<file path="src/rtl/pixel_dispatch_scheduler.sv">
// Pixel dispatch scheduler: hands out every (X,Y) of a frame once, in raster order, to NUM_REQ engines by round-robin.
// Optional abort/aborted port pair is enabled by defining PIXEL_SCHED_ABORT_EN.
module pixel_dispatch_scheduler #(
    parameter int unsigned NUM_REQ  = 4,
    parameter int unsigned X_W      = 10,
    parameter int unsigned Y_W      = 10,
    parameter int unsigned H_PIXELS = 1024,
    parameter int unsigned V_LINES  = 768
) (
    input  logic               clk,
    input  logic               rst,
    input  logic               start,
    input  logic [NUM_REQ-1:0] req,
    input  logic [NUM_REQ-1:0] done_in,
`ifdef PIXEL_SCHED_ABORT_EN
    input  logic               abort,
    output logic               aborted,
`endif
    output logic [NUM_REQ-1:0] gnt,
    output logic [X_W-1:0]     gnt_x,
    output logic [Y_W-1:0]     gnt_y,
    output logic               gnt_last,
    output logic               busy,
    output logic               frame_done,
    output logic               err
);
    localparam int unsigned     RR_W    = (NUM_REQ > 1) ? $clog2(NUM_REQ) : 1;
    localparam logic [X_W-1:0]  X_LAST  = X_W'(H_PIXELS - 1);
    localparam logic [Y_W-1:0]  Y_LAST  = Y_W'(V_LINES - 1);
    localparam logic [RR_W-1:0] RR_LAST = RR_W'(NUM_REQ - 1);

    typedef enum logic [1:0] {
        IDLE  = 2'd0,
        RUN   = 2'd1,
        DRAIN = 2'd2
    } state_t;

    state_t             state_q, state_d;
    logic [X_W-1:0]     x_q, x_d;
    logic [Y_W-1:0]     y_q, y_d;
    logic [RR_W-1:0]    rr_q, rr_d;
    logic [NUM_REQ-1:0] eng_busy_q, eng_busy_d;
    logic               frame_done_q, frame_done_d;
    logic               err_q, err_d;

    logic [NUM_REQ-1:0] elig;
    logic               win_valid;
    logic [RR_W-1:0]    win_idx;
    logic [RR_W-1:0]    cand;
    logic               run_grant;
    logic               abort_c;

    assign elig = req & ~eng_busy_q;

    // Round-robin search starting at rr_q, wrapping modulo NUM_REQ.
    always_comb begin
        win_valid = 1'b0;
        win_idx   = '0;
        cand      = '0;
        for (int unsigned off = 0; off < NUM_REQ; off++) begin
            cand = RR_W'((32'(rr_q) + off) % NUM_REQ);
            if (!win_valid && elig[cand]) begin
                win_valid = 1'b1;
                win_idx   = cand;
            end
        end
    end

    assign run_grant = (state_q == RUN) && !abort_c && win_valid;
    assign gnt       = run_grant ? (NUM_REQ'(1) << win_idx) : '0;
    assign gnt_x     = x_q;
    assign gnt_y     = y_q;
    assign gnt_last  = run_grant && (x_q == X_LAST) && (y_q == Y_LAST);
    assign busy       = (state_q != IDLE);
    assign frame_done = frame_done_q;
    assign err        = err_q;

    always_ff @(posedge clk) begin
        if (rst) begin
            state_q      <= IDLE;
            x_q          <= '0;
            y_q          <= '0;
            rr_q         <= '0;
            eng_busy_q   <= '0;
            frame_done_q <= 1'b0;
            err_q        <= 1'b0;
        end else begin
            state_q      <= state_d;
            x_q          <= x_d;
            y_q          <= y_d;
            rr_q         <= rr_d;
            eng_busy_q   <= eng_busy_d;
            frame_done_q <= frame_done_d;
            err_q        <= err_d;
        end
    end

    // Next-state: raster counters, round-robin pointer and per-engine outstanding flags.
    always_comb begin
        state_d      = state_q;
        x_d          = x_q;
        y_d          = y_q;
        rr_d         = rr_q;
        eng_busy_d   = (eng_busy_q & ~done_in) | gnt;
        frame_done_d = 1'b0;
        err_d        = err_q | (|(done_in & ~eng_busy_q));
        unique case (state_q)
            IDLE: begin
                // a start coinciding with the completion pulse is dropped
                if (start && !frame_done_q) begin
                    state_d = RUN;
                end
            end
            RUN: begin
                if (abort_c) begin
                    state_d = DRAIN;
                    x_d     = '0;
                    y_d     = '0;
                end else if (run_grant) begin
                    rr_d = (win_idx == RR_LAST) ? '0 : win_idx + RR_W'(1);
                    if (x_q == X_LAST) begin
                        x_d = '0;
                        if (y_q == Y_LAST) begin
                            y_d     = '0;
                            state_d = DRAIN;
                        end else begin
                            y_d = y_q + Y_W'(1);
                        end
                    end else begin
                        x_d = x_q + X_W'(1);
                    end
                end
            end
            DRAIN: begin
                if ((eng_busy_q == '0) && (done_in == '0)) begin
                    state_d      = IDLE;
                    frame_done_d = 1'b1;
                end
            end
            default: begin
                state_d = IDLE;
            end
        endcase
    end

`ifdef PIXEL_SCHED_ABORT_EN
    logic abort_flag_q;
    logic aborted_q;

    assign abort_c = abort;
    assign aborted = aborted_q;

    // Remembers that the frame was cut short so the completion pulse can report it.
    always_ff @(posedge clk) begin
        if (rst) begin
            abort_flag_q <= 1'b0;
            aborted_q    <= 1'b0;
        end else begin
            aborted_q <= frame_done_d & abort_flag_q;
            if (frame_done_d) begin
                abort_flag_q <= 1'b0;
            end else if ((state_q == RUN) && abort) begin
                abort_flag_q <= 1'b1;
            end
        end
    end
`else
    assign abort_c = 1'b0;
`endif

endmodule

</file>
<file path="config.mk">
export PLATFORM = sky130hd
export DESIGN_NAME = pixel_dispatch_scheduler
export DESIGN_NICKNAME = d
export VERILOG_FILES = /design/src/rtl/pixel_dispatch_scheduler.sv
export SDC_FILE = /design/constraint.sdc
export NUM_CORES = 1
export LEC_CHECK = 0
export BUFFER_PORTS_ARGS = -buffer_cell sky130_fd_sc_hd__buf_2
export CAP_MARGIN = 30
export CORE_MARGIN = 10
export CORE_UTILIZATION = 48
export CTS_CLUSTER_DIAMETER = 150
export CTS_CLUSTER_SIZE = 25
export DETAILED_ROUTE_END_ITERATION = 6
export PLACE_DENSITY_LB_ADDON = 0.05
export SLEW_MARGIN = 20
export SYNTH_ARGS = -nofsm -noshare
export SYNTH_HDL_FRONTEND = slang
export SYNTH_SLANG_ARGS = --single-unit
</file>
<file path="constraint.sdc">
create_clock -name clk -period 1.7 [get_ports clk]
set_input_delay 0.085 -clock clk [delete_from_list [all_inputs] [get_ports clk]]
set_output_delay 0.085 -clock clk [all_outputs]
set_load 0.02 [all_outputs]
</file>
; ---- Yosys cells after proc, flatten, opt, wreduce, memory -nomap -nowiden
; Cells that the tools add are included.
[totals]
ff_bits = 30
inputBits = 11
output_inout_bits = 28
[op_classes]
n_addsub = 6
magnitude_cmp = 4
eq_ne = 10
shifts = 1
muxes = 27
bitwise_logic = 8
n_reduce_logical = 21
[ops]
columns = cell, n
row1 = $add 10x1->10 const B, 2
row2 = $eq 10x10->1 const B, 2
row3 = $mux 10, 2
row4 = $mux 2, 10
row5 = $and 4x4->4, 3
row6 = $lt 2x3->1 const B, 4
row7 = $mux 1, 9
row8 = $bmux 1 s2, 4
row9 = $logic_and 1x1->1, 8
row10 = $logic_not 4->1, 2
row11 = $not 4->4, 2
row12 = $ne 2x2->1 const B, 3
row13 = $pmux 2 s3, 1
row14 = $reduce_and 5->1, 1
row15 = $add 2x1->2 const B, 2
row16 = $add 2x2->2 const B, 2
row17 = $eq 2x2->1 const B, 2
row18 = $logic_not 1->1, 4
row19 = $mux 4, 1
row20 = $ne 2x1->1 const B, 2
row21 = $or 4x4->4, 1
row22 = $reduce_or 4->1, 1
row23 = $shl 1x2->4 const A, 1
row24 = $reduce_and 3->1, 1
row25 = 7 further kinds, 7

; ---- Longest topological paths before layout
[logic_depth]
ltp_word = 17
mapped_depth = 7
depth_no_buf = 7

; ---- Worst setup path before layout
; OpenSTA, ideal clock, no wires.
[synth_path]
path_kind = register to register
start = register y_q[0] (netlist: gnt_y[0])
end = register y_q[0] (netlist: gnt_y[0])
setup_ns = 0.070
arrival_time_ns = 1.765
t_required_ns = 1.630
path_slack_ns = -0.136
path_stages_with_launch = 7
n_path_buf = 1
period_less_slack_ns = 1.836
path_cell_list = dfxtp_1 ha_1 and4_1 and3_1 clkbuf_1 or4_1 a21oi_1
[synth_between]
elab_chain_cells = 2
[synth_rtl]
columns = element, line
row1 = "start, declared", 40  ; logic [Y_W-1:0] y_q, y_d;
row2 = "start signal, assigned", 90  ; y_q <= y_d;
row3 = $add 10x1->10 / $eq 10x10->1 (equally long branches), "127, 123"
row4 = $mux 10 (*), 123  ; if (y_q == Y_LAST) begin
; Mark *: on every way between the ends. The rest lies on a longest branch, timed or not.
; A chain may end at the register's enable or synchronous reset.

; ---- Worst setup path after layout
[layout_path]
start = register eng_busy_q[0]
end = output port gnt[2]
[layout_between]
elab_chain_cells = 16
[layout_rtl]
columns = element, line
row1 = "start, declared", 42  ; logic [NUM_REQ-1:0] eng_busy_q, eng_busy_d;
row2 = "start signal, assigned", 92  ; eng_busy_q <= eng_busy_d;
row3 = $not 4->4 (*), 53  ; assign elig = req & ~eng_busy_q;
row4 = $and 4x4->4 (*), 53
row5 = $bmux 1 s2, 62  ; if (!win_valid && elig[cand]) begin
row6 = $mux 1 (implied by the code), 62
row7 = $mux 1, 62
row8 = $logic_not 1->1, 62
row9 = $logic_and 1x1->1, 62
row10 = $mux 1, 62
row11 = $logic_not 1->1, 62
row12 = $logic_and 1x1->1, 62
row13 = $mux 1, 62
row14 = $logic_not 1->1, 62
row15 = $logic_and 1x1->1, 62
row16 = $mux 2 / $mux 1 (equally long branches), 62
row17 = $shl 1x2->4 / $logic_and 1x1->1 (equally long branches), "70, 69"
row18 = $mux 4 (*), 70  ; assign gnt = run_grant ? (NUM_REQ'(1) << win_idx) : '0;
row19 = "end, declared", 19  ; output logic [NUM_REQ-1:0] gnt,
; Mark *: on every way between the ends. The rest lies on a longest branch, timed or not. The select of a mux whose other input is x is not followed.

==> flow_summary.ini <==
[outcome]
status = complete, but fails checks
violations = setup timing

[final_layout]
final.fill_count = 297
seq_area_um2 = 612
syn_to_final_growth_pct = 42.7
final_cell_area_mm2 = 0.00239
final_nets = 288
drive_gt1_share_pct = 45.6
final-instance-count-excl-fill = 318
final_util_pct = 71.2
diodes = 0
multiInputGateArea_mm2 = 0.00115

[grt]
grt_max_degree = 30
grt_overflow = 0
grt_pass1_vias = 1750
grt_usage_pct = 15.6
grt_first_pass_wirelength_um = 8140
antenna_found_initial = 0

[clock_tree]
cts.reportedPaths.clkPinSlew_ps = 100
clock-root-buffer = clkbuf_4
cts_tree = yes
cts-htree-levels = 2
cts.path.max_buffers = 2
ctsHoldBuffers = 0
cts.sinks = 30
clk_latency_ps = 330
numCtsBuffers = 5

[critical_path]
cp-start-kind = flop
r2r_slack_ps = -60
cp.arrival_ps = 1780
cp-startpoint = eng_busy_q[0]
worstSetupPathType = reg2out
r2r-start = eng_busy_q[1]
worst-endpoint-required_ps = 1620
critPathCapture = gnt[2]
r2r-end = gnt_y[6]
rr_worst_depth = 6
cp-end-kind = output pin
cp_max_fo = 5

[place]
port_buffers = 38
placedInstanceArea_mm2 = 0.00206
dp_hpwl_um = 3460
gp_congestion = 0.868
dp_cells = 299

[timing]
relSlewSlack_pct = 71.1
tns_ps = -905
fmax_mhz = 535
period_minus_slack_ps = 1870
finalHoldViolations = 0
setup_violations = 12
post-route-period-util_pct = 110
rsz0062_at_grt = yes
worst_slew_pin_slew_ps = 433
worst_slack_ps = -167
slew_viol_final = 0
finalClockSkew_ps = 9.22

[job]
maxCapViolCount = 0

[routing]
drt_pass1_iterations = 4
via_per_inst = 5.75
dr_total_vias = 1829
drc = 0
drt_iter0_markers = 132
wl_per_cell_um = 15.4
drtAntennaViolNets = 0
drt-total-wl_um = 4910

[pwr]
total_power_mw = 1.53
p_leak_nw = 0.955
ir_worst_vdd_mv = 0.544
power.density_mw_per_mm2 = 641

[synthesis]
yosys_register_bits = 30
synth_area_mm2 = 0.00168
ys_types = 44
synth-seq-area-share_pct = 35.8
synth_edf_count = 0
syn_nets = 221
synthArstFlopShare_pct = 0
synth_top_flop_cell = dfxtp_1
syn_area_per_cell_um2 = 8.22
syn_inst = 204
yosysWarnings = 0

[floorplanning]
io_pins = 39
dieArea_mm2 = 0.00626
start_util_pct = 49.9
fp.dieW_um = 79.1
die_h_um = 79.1
rows = 21
design.core.area_mm2 = 0.00336

[min_path]
hold_class = in2reg
hp-start = done_in[1]
report_power, final:
group          internal [mW]  switching [mW]
clock network          0.199           0.261
registers              0.722          0.0130
logic                  0.160           0.180
total                   1.08           0.453
flip-flops by register name, indices dropped and copies added, names as in the netlist:
| register | count |
|---|---|
| eng_busy_q | 4 |
| frame_done | 1 |
| gnt_y | 10 |
| state_q | 2 |
| rr_q | 2 |
| gnt_x | 10 |
| err | 1 |
routing by layer:
metal  vias to the layer above  share of wire (%)  GRT usage [%]
li1                        907                  -              -
met1                       862                 44           18.4
met2                        58                 48           25.4
met3                         2                7.4           5.41
met4                         0               0.47           5.56
met5                         -                  0              0
cell usage after synthesis, types with 3 or more instances:
| cell type | count | share of area (%) |
|---|---|---|
| a21oi_1 | 17 | 5.1 |
| a32o_1 | 3 | 1.8 |
| and2_1 | 4 | 1.5 |
| and3_1 | 3 | 1.1 |
| and4_1 | 3 | 1.6 |
| buf_2 | 4 | 1.2 |
| clkbuf_1 | 5 | 1.1 |
| dfxtp_1 | 30 | 36 |
| ha_1 | 6 | 4.5 |
| inv_1 | 9 | 2.0 |
| nand2_1 | 16 | 3.6 |
| nand2b_4 | 3 | 2.5 |
| nand3_1 | 11 | 3.3 |
| nand4_1 | 6 | 2.2 |
| nor2_1 | 12 | 2.7 |
| nor2b_1 | 3 | 1.1 |
| nor3_1 | 4 | 1.2 |
| nor4_1 | 3 | 1.1 |
| o211ai_1 | 3 | 1.3 |
| o21a_1 | 5 | 2.2 |
| o21ai_0 | 9 | 2.7 |
| o31ai_1 | 8 | 3.6 |
| or3_1 | 4 | 1.5 |
| or4_1 | 6 | 2.7 |
layout by cell type, fill, tap and decap left out, types with 2 or more instances in the layout:
master,n
or2_2,2
inv_1,9
nand2b_4,3
a21oi_2,7
and4_4,2
o211ai_1,3
buf_6,5
dfxtp_1,23
o21a_1,5
a32o_1,3
or4_4,6
ha_4,3
or3_1,4
a41oi_1,2
and3_4,3
a31oi_1,2
nor2b_1,2
buf_4,31
a21oi_1,10
ha_2,2
dfxtp_2,6
clkbuf_4,5
nor3_1,4
nand2_1,16
nand3_1,10
and2_4,4
nand2b_1,2
nor2_1,12
nand4_1,6
or4b_1,2
buf_2,33
o31ai_1,8
nor4_1,3
o21ai_0,8
timing repair:
| item | in CTS | in global routing |
|---|---|---|
| cloned | 0 | 0 |
| buffers inserted | 9 | 2 |
| gates resized for setup | 37 | 16 |
| endpoints found under the hold margin | 0 | 0 |
| endpoints found under the setup margin | 8 | 14 |
| pin swaps | 9 | 7 |
logic make-up after synthesis:
| kind of cell | share of synthesized area (%) |
|---|---|
| compound gates | 23.5 |
| xor+xnor | 0.522 |
| fa+ha+maj | 4.47 |
| buf+inv | 4.55 |
| flops | 35.8 |
| simple gates | 31.2 |
worst min path at each step:
stage / to / cells past startpoint
6_report: err / 3
5_1_grt: err / 3
3_3_place_gp: gnt_y[1] / 2
2_1_floorplan: frame_done / 3
3_5_place_dp: gnt_y[1] / 2
4_1_cts: gnt_y[1] / 2
critical path, cell delays in order, from the launching register on:
cell      delay [ps]
dfxtp_2          370
nand2b_4         160
o21ai_2           70
a21oi_2          160
o22a_1           240
ha_2             200
and2_4           150
buf_6            110
metrics by stage:
step           setup slack (ps)  hold slack (ps)
2_1_floorplan             -39.2              263
3_3_place_gp               64.5              396
3_5_place_dp               6.33              407
4_1_cts                    -177             44.9
5_1_grt                    -257             78.0
6_report                   -167             85.0
cell type report:
type	instances	share of cell area, %
repair buffers	70	19.8
clock buffers	6	2.14
inverters	9	1.41
well taps	46	2.40
clock inverters	2	0.523
multi-input cells	155	48.1
flip-flops and latches	30	25.6
Note: power is estimated with default switching activity, not from simulation.
